**config.mk**
```make
export PLATFORM = sky130hd
export DESIGN_NAME = rr_arbiter
export DESIGN_NICKNAME = d
export VERILOG_FILES = /design/src/rtl/arb_pkg.sv /design/src/rtl/rr_pick.sv /design/src/rtl/rr_arbiter.sv
export SDC_FILE = /design/constraint.sdc
export NUM_CORES = 1
export LEC_CHECK = 0
export ABC_AREA = 1
export ABC_CLOCK_PERIOD_IN_PS = 2300
export BUFFER_PORTS_ARGS = -buffer_cell sky130_fd_sc_hd__buf_2
export CORE_ASPECT_RATIO = 1.2
export CORE_UTILIZATION = 53
export DETAILED_ROUTE_END_ITERATION = 6
export GPL_TIMING_DRIVEN = 1
export PLACE_DENSITY = 0.78
export SYNTH_ARGS = -nofsm -noshare
export SYNTH_HDL_FRONTEND = slang
export SYNTH_HIERARCHICAL = 1
export SYNTH_SLANG_ARGS = --single-unit
```
**constraint.sdc**
```tcl
create_clock -name clk -period 2.3 [get_ports clk]
set_input_delay 0.46 -clock clk [delete_from_list [all_inputs] [get_ports clk]]
set_output_delay 0.46 -clock clk [all_outputs]
set_load 0.03 [all_outputs]
```
**src/rtl/arb_pkg.sv**
```systemverilog
// Shared arbiter definitions: mode selector, FSM state encoding and the
// index-width helper used to size grant indices.
package arb_pkg;

  // Arbitration policy selector.
  typedef enum logic {
    ARB_RR    = 1'b0,
    ARB_FIXED = 1'b1
  } arb_mode_e;

  // Grant FSM states.
  typedef enum logic {
    ST_IDLE = 1'b0,
    ST_BUSY = 1'b1
  } arb_state_e;

  // Width of a binary index able to name n requesters (never below 1 bit).
  function automatic int arb_idx_w(input int n);
    if (n <= 2) begin
      return 1;
    end else begin
      return $clog2(n);
    end
  endfunction

endpackage

```
**src/rtl/rr_pick.sv**
```systemverilog
// Combinational masked priority pick. Round-robin mode windows a doubled
// copy of the request vector at ptr, so the lowest set bit of that window is
// the wrapped winner without any loop-carried wrap logic. Fixed mode picks
// the highest set index and ignores ptr.
module rr_pick
  import arb_pkg::*;
#(
  parameter int N    = 8,
  parameter int IDXW = arb_idx_w(N)
) (
  input  logic [N-1:0]    req,
  input  logic [IDXW-1:0] ptr,
  input  arb_mode_e       mode,
  output logic [N-1:0]    onehot,
  output logic [IDXW-1:0] idx,
  output logic            any
);

  // One extra bit so positions up to 2N-1 fit.
  localparam int PW = IDXW + 1;

  logic [2*N-1:0]  dbl_s;
  logic [2*N-1:0]  mask_s;
  logic [2*N-1:0]  masked_s;
  logic [PW-1:0]   rr_pos_s;
  logic [IDXW-1:0] rr_idx_s;
  logic [IDXW-1:0] fix_idx_s;
  logic [IDXW-1:0] idx_s;

  // Window the doubled request vector so positions below ptr are hidden.
  always_comb begin
    dbl_s  = {req, req};
    mask_s = '0;
    for (int j = 0; j < 2 * N; j++) begin
      if (j >= int'(ptr)) begin
        mask_s[j] = 1'b1;
      end else begin
        mask_s[j] = 1'b0;
      end
    end
    masked_s = dbl_s & mask_s;
  end

  // Lowest set bit in the window, folded back into the range 0..N-1.
  always_comb begin
    rr_pos_s = '0;
    for (int j = 2 * N - 1; j >= 0; j--) begin
      if (masked_s[j]) begin
        rr_pos_s = PW'(j);
      end else begin
        rr_pos_s = rr_pos_s;
      end
    end
    if (rr_pos_s >= PW'(N)) begin
      rr_idx_s = IDXW'(rr_pos_s - PW'(N));
    end else begin
      rr_idx_s = IDXW'(rr_pos_s);
    end
  end

  // Highest set request index for fixed priority.
  always_comb begin
    fix_idx_s = '0;
    for (int j = 0; j < N; j++) begin
      if (req[j]) begin
        fix_idx_s = IDXW'(j);
      end else begin
        fix_idx_s = fix_idx_s;
      end
    end
  end

  // Select the winner for the active mode and expand it to one-hot.
  always_comb begin
    case (mode)
      ARB_RR:    idx_s = rr_idx_s;
      ARB_FIXED: idx_s = fix_idx_s;
      default:   idx_s = rr_idx_s;
    endcase
    idx = idx_s;
    any = |req;
    if (any) begin
      onehot = {{(N - 1){1'b0}}, 1'b1} << idx_s;
    end else begin
      onehot = '0;
    end
  end

endmodule

```
**src/rtl/rr_arbiter.sv**
```systemverilog
// N-way arbiter with registered, held grants and an ack handshake. A grant
// stays locked until ack; on ack the round-robin pointer moves past the
// winner and a new pick (using the moved pointer) is loaded on the same edge,
// giving back-to-back grants. All outputs come straight from registers.
module rr_arbiter
  import arb_pkg::*;
#(
  parameter int        N    = 8,
  parameter arb_mode_e MODE = ARB_RR,
  parameter int        IDXW = arb_idx_w(N)
) (
  input  logic            clk,
  input  logic            rst,
  input  logic [N-1:0]    req,
  input  logic            ack,
  output logic [N-1:0]    gnt,
  output logic [IDXW-1:0] gnt_idx,
  output logic            gnt_valid
);

  arb_state_e      state_r;
  arb_state_e      state_nx_s;
  logic [IDXW-1:0] ptr_r;
  logic [IDXW-1:0] ptr_nx_s;
  logic [IDXW-1:0] ptr_inc_s;
  logic [IDXW-1:0] pick_ptr_s;
  logic [N-1:0]    pick_oh_s;
  logic [IDXW-1:0] pick_idx_s;
  logic            pick_any_s;
  logic [N-1:0]    gnt_nx_s;
  logic [IDXW-1:0] idx_nx_s;
  logic            valid_nx_s;

  // Successor of the current winner, wrapping from N-1 to 0 for any N.
  always_comb begin
    if (gnt_idx == IDXW'(N - 1)) begin
      ptr_inc_s = '0;
    end else begin
      ptr_inc_s = gnt_idx + IDXW'(1);
    end
  end

  // The pick on an ack edge must already see the advanced pointer.
  always_comb begin
    if ((state_r == ST_BUSY) && ack) begin
      pick_ptr_s = ptr_inc_s;
    end else begin
      pick_ptr_s = ptr_r;
    end
  end

  rr_pick #(
    .N    (N),
    .IDXW (IDXW)
  ) u_pick (
    .req    (req),
    .ptr    (pick_ptr_s),
    .mode   (MODE),
    .onehot (pick_oh_s),
    .idx    (pick_idx_s),
    .any    (pick_any_s)
  );

  // Next-state and next-output logic of the grant FSM.
  always_comb begin
    state_nx_s = state_r;
    ptr_nx_s   = ptr_r;
    gnt_nx_s   = gnt;
    idx_nx_s   = gnt_idx;
    valid_nx_s = gnt_valid;
    case (state_r)
      ST_IDLE: begin
        if (pick_any_s) begin
          state_nx_s = ST_BUSY;
          gnt_nx_s   = pick_oh_s;
          idx_nx_s   = pick_idx_s;
          valid_nx_s = 1'b1;
        end else begin
          state_nx_s = ST_IDLE;
          gnt_nx_s   = '0;
          idx_nx_s   = '0;
          valid_nx_s = 1'b0;
        end
      end
      ST_BUSY: begin
        if (ack) begin
          ptr_nx_s = ptr_inc_s;
          if (pick_any_s) begin
            state_nx_s = ST_BUSY;
            gnt_nx_s   = pick_oh_s;
            idx_nx_s   = pick_idx_s;
            valid_nx_s = 1'b1;
          end else begin
            state_nx_s = ST_IDLE;
            gnt_nx_s   = '0;
            idx_nx_s   = '0;
            valid_nx_s = 1'b0;
          end
        end else begin
          state_nx_s = ST_BUSY;
        end
      end
      default: begin
        state_nx_s = ST_IDLE;
        gnt_nx_s   = '0;
        idx_nx_s   = '0;
        valid_nx_s = 1'b0;
      end
    endcase
  end

  // State, pointer and output registers; reset drops any held grant.
  always_ff @(posedge clk) begin
    if (rst) begin
      state_r   <= ST_IDLE;
      ptr_r     <= '0;
      gnt       <= '0;
      gnt_idx   <= '0;
      gnt_valid <= 1'b0;
    end else begin
      state_r   <= state_nx_s;
      ptr_r     <= ptr_nx_s;
      gnt       <= gnt_nx_s;
      gnt_idx   <= idx_nx_s;
      gnt_valid <= valid_nx_s;
    end
  end

endmodule

```
==> run_results.csv, run 1 <==
group,metric,value,unit
logic_synthesis,yosysTopAreaCell,"dfxtp_1",
critical_path,critPathMaxFanout,6,
clocking,cts_tree,"done",
logic_synthesis,yosys_most_used_dff,"dfxtp_1",
grt,gr-usage-all-layers,0.218,
clocking,cts_sinks,16,
critical_path,critPathKind,"reg2reg",
placement,gp_congestion,0.826,
logic_synthesis,synth_compound_area_frac,0.0493,
critical_path,crit_top_cell,"nand2_1",
sta,finalHoldViolations,0,
placement,dp_cells,236,
routing,vias,1170,
layout,regArea,325,um2
placement,hpwl,1.68,mm
logic_synthesis,synth-edff-count,0,
logic_synthesis,yosys-top-cells-count,"nand2_1, nor2_1, inv_1",
routing,drc,2,
routing,drt-pass1-iter-count,7,
logic_synthesis,synth_top_family_by_area,"simple AND/OR/NAND/NOR gates",
critical_path,crit_required,2470,ps
placement,place_ws,-114,ps
layout,drive_gt1_frac,0.323,
routing,wire_per_inst,10.1,um
logic_synthesis,synth_top_area_frac,0.287,
critical_path,cp-start-kind,"flip-flop",
power,vdd_ir_drop_max,0.336,mV
layout,area_delta_synth_final,25.4,%
floorplan,ioPinCount,23,
grt,grt_remaining_overflow,0,
power,p_leak,0.000819,uW
outcome,status,"finished with violations",
layout,instances_no_fill,242,
grt,antenna_found_initial,0,
critical_path,crit_start,"gnt_idx[1]$_SDFFE_PP0P_",
layout,layout.nets,237,
logic_synthesis,seq_area_frac_synth,0.287,
logic_synthesis,yosysUniqueCellTypes,22,
layout,multiInputGateArea,762,um2
sta,finalCritPeriodShare,0.976,
grt,grt_pass1_wl,3.85,mm
sta,drv_slew,0,
critical_path,crit_chain,"ha_4, ha_4, o21ai_4, inv_4, nand2_2, a21oi_1, nand2_1, nand2_1, nand2_1, nand2_1, nand2_2, nand2_4, nand2_4, buf_4, nand2_1, nand2_1, nand2_1, nor2_1",
outcome,violations,"DRC",
logic_synthesis,synth_mux_area_frac,0,
floorplan,initial_utilization,0.583,
layout,final_util,0.731,
grt,grt_start_max_net_pins,25,
logic_synthesis,ys_seq_elements,16,
logic_synthesis,synth_simple_gate_area_frac,0.509,
clocking,path_clk_slew,80,ps
sta,rsz0062_at_grt,"true",
power,powerDensity,559,nW/um2
placement,port_buffers,22,
sta,min_period,2250,ps
clocking,numCtsBuffers,3,
clocking,clk_path_buf_depth,2,
layout,num_antenna_cells,0,
clocking,htreeDepth,1,
logic_synthesis,synthTopCellsByArea,"dfxtp_1, nand2_1, nor2_1",
floorplan,die-area,2290,um2
sta,skew,7.63,ps
routing,finalWirelength,2.43,mm
job,cap_violations,0,
logic_synthesis,postSynthCellCount,195,
logic_synthesis,netlist_area,1120,um2
logic_synthesis,async_reset_ff_frac,0,
critical_path,crit_buf_inv,2,
floorplan,rows,17,
routing,drtAntennaViolNets,0,
sta,fmax,445,MHz
routing,first_iter_violations,20,
layout,nFillCells,177,
sta,fin_ws,54.2,ps
floorplan,fp.coreArea,1910,um2
hold_path,min_from,"rst",
critical_path,cp.arrival,2420,ps
floorplan,fp.dieH,52.3,um
logic_synthesis,yosysWarnings,6,
logic_synthesis,synth_adder_area_share,0.0224,
floorplan,die_x,43.9,um
routing,avgViaCountPerCell,4.83,
critical_path,cp_slowest_cell,"dfxtp_4",
clocking,clock_latency,280,ps
logic_synthesis,avgSynthCellArea,5.72,um2
power,p_total,783,uW
hold_path,min-delay-path-class,"in2reg",
logic_synthesis,synth_most_common_cell,"nand2_1",
critical_path,r2r_start,"gnt_idx[1]$_SDFFE_PP0P_",
grt,grt_pass1_vias,1042,
critical_path,max_stage_delay,370,ps
sta,whs,404,ps
clocking,root_buffer,"clkbuf_4",
logic_synthesis,synth_xor_area_frac,0,
critical_path,worstSetupEndpointType,"flip-flop",
sta,setup-violations-final,0,
critical_path,crit_family,"simple AND/OR/NAND/NOR gates",
==> worst reg2reg max path: cells and delay by family, from the launching register on <==
| family | cells | cell delay, ps |
|---|---|---|
| compound gates | 2 | 280 |
| fa+ha+maj | 2 | 420 |
| buf+inv | 2 | 220 |
| flops | 1 | 370 |
| simple gates | 12 | 850 |
==> metrics by stage <==
step	cell area (um2)	TNS [ps]
floorplan	1130	0
global placement	1240	-47.8
detailed placement	1240	-361
CTS	1280	0
global route	1400	-591
finish	1400	0
==> cells in the final DEF, fill, tap and decap left out, drive strengths merged <==
cell | netlist | layout
a21oi | 4 | 4
and3 | 1 | 1
buf | 4 | 25
clkbuf | 0 | 4
clkinv | 2 | 2
conb | 1 | 4
dfxtp | 16 | 16
ha | 2 | 2
inv | 28 | 28
nand2 | 76 | 76
nand3 | 8 | 8
nand4 | 1 | 1
nor2 | 43 | 43
nor3 | 1 | 1
o21ai | 7 | 7
or2 | 1 | 1
==> cells by family after synthesis <==
| family | Yosys count |
|---|---|
| other | 1 |
| AND/OR/NAND/NOR | 131 |
| flip-flops | 16 |
| AO/OA/AOI/OAI | 11 |
| buffers and inverters | 34 |
| adder cells (fa/ha/maj) | 2 |
==> metal layers <==
metal | up-vias | track usage | share of wire
met5 | - | 0 | 0
met4 | 0 | 0.121 | 0.017
met3 | 4 | 0.0207 | 0.032
met2 | 35 | 0.405 | 0.51
met1 | 500 | 0.236 | 0.44
li1 | 631 | - | -
==> report_power, final <==
part | switching, uW | internal (uW) | total [uW]
sequential | 12.8 | 299 | 312
clock | 85.0 | 96.3 | 181
combinational | 189 | 101 | 290
==> repair_timing <==
item | CTS | global route
hold endpoints to repair | 0 | 0
gates resized for setup | 5 | 30
hold buffers | 0 | 0
pin swaps | 0 | 19
endpoints found under the setup margin | 8 | 9
setup buffers | 0 | 2
==> worst paths after layout <==
path                        endpoint  slack [ps]  depth (start not counted)
max          gnt_idx[0]$_SDFFE_PP0P_          50                         18
min               state_r$_SDFF_PP0_         400                          2
max reg2reg  gnt_idx[0]$_SDFFE_PP0P_          50                         18
min reg2reg      gnt[5]$_SDFFE_PP0P_         480                          2
==> sequential cells by signal, indices dropped and copies added, names as in the netlist <==
signal,cells
gnt,8
gnt_idx,3
gnt_valid,1
ptr_r,3
state_r,1
==> layout make-up <==
type | instances | area share
well taps | 19 | 0.0170
clock buffers | 4 | 0.0259
inverters | 30 | 0.0858
multi-input cells | 148 | 0.544
flip-flops and latches | 16 | 0.232
repair buffers | 25 | 0.0947
Power figures use the tool's default switching activity.
==> inputs of run 2 (changes only) <==
--- a/config.mk
+++ b/config.mk
@@ -8,11 +8,13 @@
 export ABC_AREA = 1
 export ABC_CLOCK_PERIOD_IN_PS = 2300
 export BUFFER_PORTS_ARGS = -buffer_cell sky130_fd_sc_hd__buf_2
+export CELL_PAD_IN_SITES_DETAIL_PLACEMENT = 0
+export CELL_PAD_IN_SITES_GLOBAL_PLACEMENT = 2
 export CORE_ASPECT_RATIO = 1.2
-export CORE_UTILIZATION = 53
+export CORE_UTILIZATION = 27
 export DETAILED_ROUTE_END_ITERATION = 6
 export GPL_TIMING_DRIVEN = 1
-export PLACE_DENSITY = 0.78
+export PLACE_DENSITY_LB_ADDON = 0.1
 export SYNTH_ARGS = -nofsm -noshare
 export SYNTH_HDL_FRONTEND = slang
 export SYNTH_HIERARCHICAL = 1
==> run 2 against run 1 <==
The flow now finishes without violations. Global-route usage decreased by 8.9 points. Core utilization decreased by 36 points. Sequential share of layout area decreased by 1.4 points. Critical path type unchanged. Die area increased by 92%. Clock skew decreased by 3.3 ps. Largest cell class unchanged. Cell count increased by 16%. Largest power group unchanged.
==> run_results.csv, run 2 (synthesis gave the netlist of run 1 again) <==
group,metric,value,unit
outcome,status,"finished, final reports clean",
critical_path,crit_family,"simple AND/OR/NAND/NOR gates",
critical_path,critPathKind,"reg2reg",
routing,wire_per_inst,9.30,um
floorplan,die_x,60.7,um
hold_path,min-delay-path-class,"reg2reg",
critical_path,r2r_start,"gnt_idx[1]$_SDFFE_PP0P_",
power,p_leak,0.000851,uW
routing,drc,0,
layout,area_delta_synth_final,32.6,%
critical_path,crit_start,"gnt_idx[1]$_SDFFE_PP0P_",
layout,top_register,"gnt",
critical_path,crit_buf_inv,2,
critical_path,max_stage_delay,340,ps
grt,grt_pass1_vias,1008,
layout,final_common_cell,"nand2_1",
routing,drtAntennaViolNets,0,
critical_path,cp_slowest_cell,"dfxtp_2",
floorplan,fp.dieH,72.4,um
critical_path,critPathMaxFanout,5,
layout,drive_gt1_frac,0.344,
grt,grt_pass1_wl,4.29,mm
floorplan,die-area,4400,um2
placement,place_ws,-58.3,ps
layout,post-route-cell-area,1480,um2
routing,first_iter_violations,32,
critical_path,crit_chain,"ha_4, ha_4, o21ai_4, inv_2, nand2_2, nand2_2, nand3_2, nand2_1, inv_1, nand2_1, nand2_1, nand2_1, nand2_2, nand2_4, nand2_4, nand2_4, nor2_2, nand2_1, nand2_1, nand2_1, nor2_1",
critical_path,cp.arrival,2370,ps
clocking,root_buffer,"clkbuf_8",
power,powerDensity,548,nW/um2
layout,instances_no_fill,281,
layout,layout_common_cells,"nand2_1, nor2_1, buf_2",
hold_path,min_from,"gnt[3]$_SDFFE_PP0P_",
grt,grt_remaining_overflow,0,
clocking,cts_tree,"done",
grt,grt_start_max_net_pins,25,
clocking,clk_path_buf_depth,2,
sta,setup-violations-final,0,
placement,hpwl,2.08,mm
critical_path,worstSetupEndpointType,"flip-flop",
sta,min_period,2190,ps
floorplan,initial_utilization,0.283,
layout,num_antenna_cells,0,
critical_path,crit_top_cell,"nand2_1",
sta,skew,4.34,ps
placement,dpl-instance-area,1310,um2
floorplan,fp.coreArea,3940,um2
power,vdd_ir_drop_max,0.149,mV
sta,finalCritPeriodShare,0.953,
sta,fmax,456,MHz
grt,gr-usage-all-layers,0.129,
clocking,clock_latency,240,ps
critical_path,crit_required,2480,ps
sta,finalHoldViolations,0,
routing,drt-pass1-iter-count,6,
placement,gp_congestion,0.735,
clocking,htreeDepth,1,
floorplan,ioPinCount,23,
layout,layout.nets,242,
clocking,path_clk_slew,60,ps
job,cap_violations,0,
sta,rsz0062_at_grt,"true",
routing,finalWirelength,2.61,mm
critical_path,cp-start-kind,"flip-flop",
grt,antenna_found_initial,0,
placement,dp_cells,275,
sta,drv_slew,0,
clocking,numCtsBuffers,3,
routing,vias,1176,
sta,fin_ws,108,ps
placement,port_buffers,22,
routing,avgViaCountPerCell,4.19,
layout,largest_reg_flops,8,
clocking,cts_sinks,16,
power,p_total,811,uW
floorplan,rows,25,
sta,fin_tns_setup,0,ps
layout,top_regs,"gnt (8), gnt_idx (3), ptr_r (3)",
==> run 2: cell count changes in the layout (fill, tap and decap cells not counted), moves of 2 or more <==
cell	previous run	this run
buf_4	3	7
clkbuf_4	3	0
inv_2	6	9
inv_4	3	0
clkbuf_8	1	3
==> run 2: metal layers <==
metal | up-vias | share of wire | GRT usage
li1 | 639 | - | -
met1 | 509 | 0.47 | 0.153
met2 | 26 | 0.50 | 0.227
met3 | 2 | 0.024 | 0.0178
met4 | 0 | 0.0092 | 0.0530
met5 | - | 0 | 0
==> run 2: final cells by class <==
type / count / area, um2
inverters: 30 / 113
well taps: 54 / 67.6
clock buffers: 3 / 41.3
fillers: 475 / 2460
multi-input cells: 148 / 762
repair buffers: 30 / 174
flip-flops and latches: 16 / 323
==> run 2: final timing paths <==
kind | cells after the start | end | slack, ps
min reg2reg | 2 | gnt[3]$_SDFFE_PP0P_ | 460
min | 2 | gnt[3]$_SDFFE_PP0P_ | 460
max | 21 | gnt[3]$_SDFFE_PP0P_ | 110
max reg2reg | 21 | gnt[3]$_SDFFE_PP0P_ | 110
==> run 2: where the power goes <==
group | switching, uW | internal [uW]
Sequential | 12.6 | 300
Combinational | 188 | 112
Clock | 83.4 | 116
Total | 284 | 527
==> run 2: repair_timing <==
action | 4_1_cts | 5_1_grt
hold buffers | 0 | 0
resized for setup | 2 | 32
setup buffers | 0 | 3
cloned | 0 | 0
pin swaps | 0 | 18
setup endpoints to repair | 8 | 11
==> run 2: tightest hold or removal path: cells and delay by family, from the launching register on <==
family,cells,cell delay [ps]
flip-flops,1,320
AND/OR/NAND/NOR,2,110
==> run 2: through the flow <==
| stage | util | hold WS [ps] |
|---|---|---|
| 3_5_place_dp | 0.333 | 469 |
| 6_report | 0.376 | 464 |
| 5_1_grt | 0.376 | 469 |
| 4_1_cts | 0.343 | 460 |
| 2_1_floorplan | - | 480 |
| 3_3_place_gp | 0.333 | 459 |
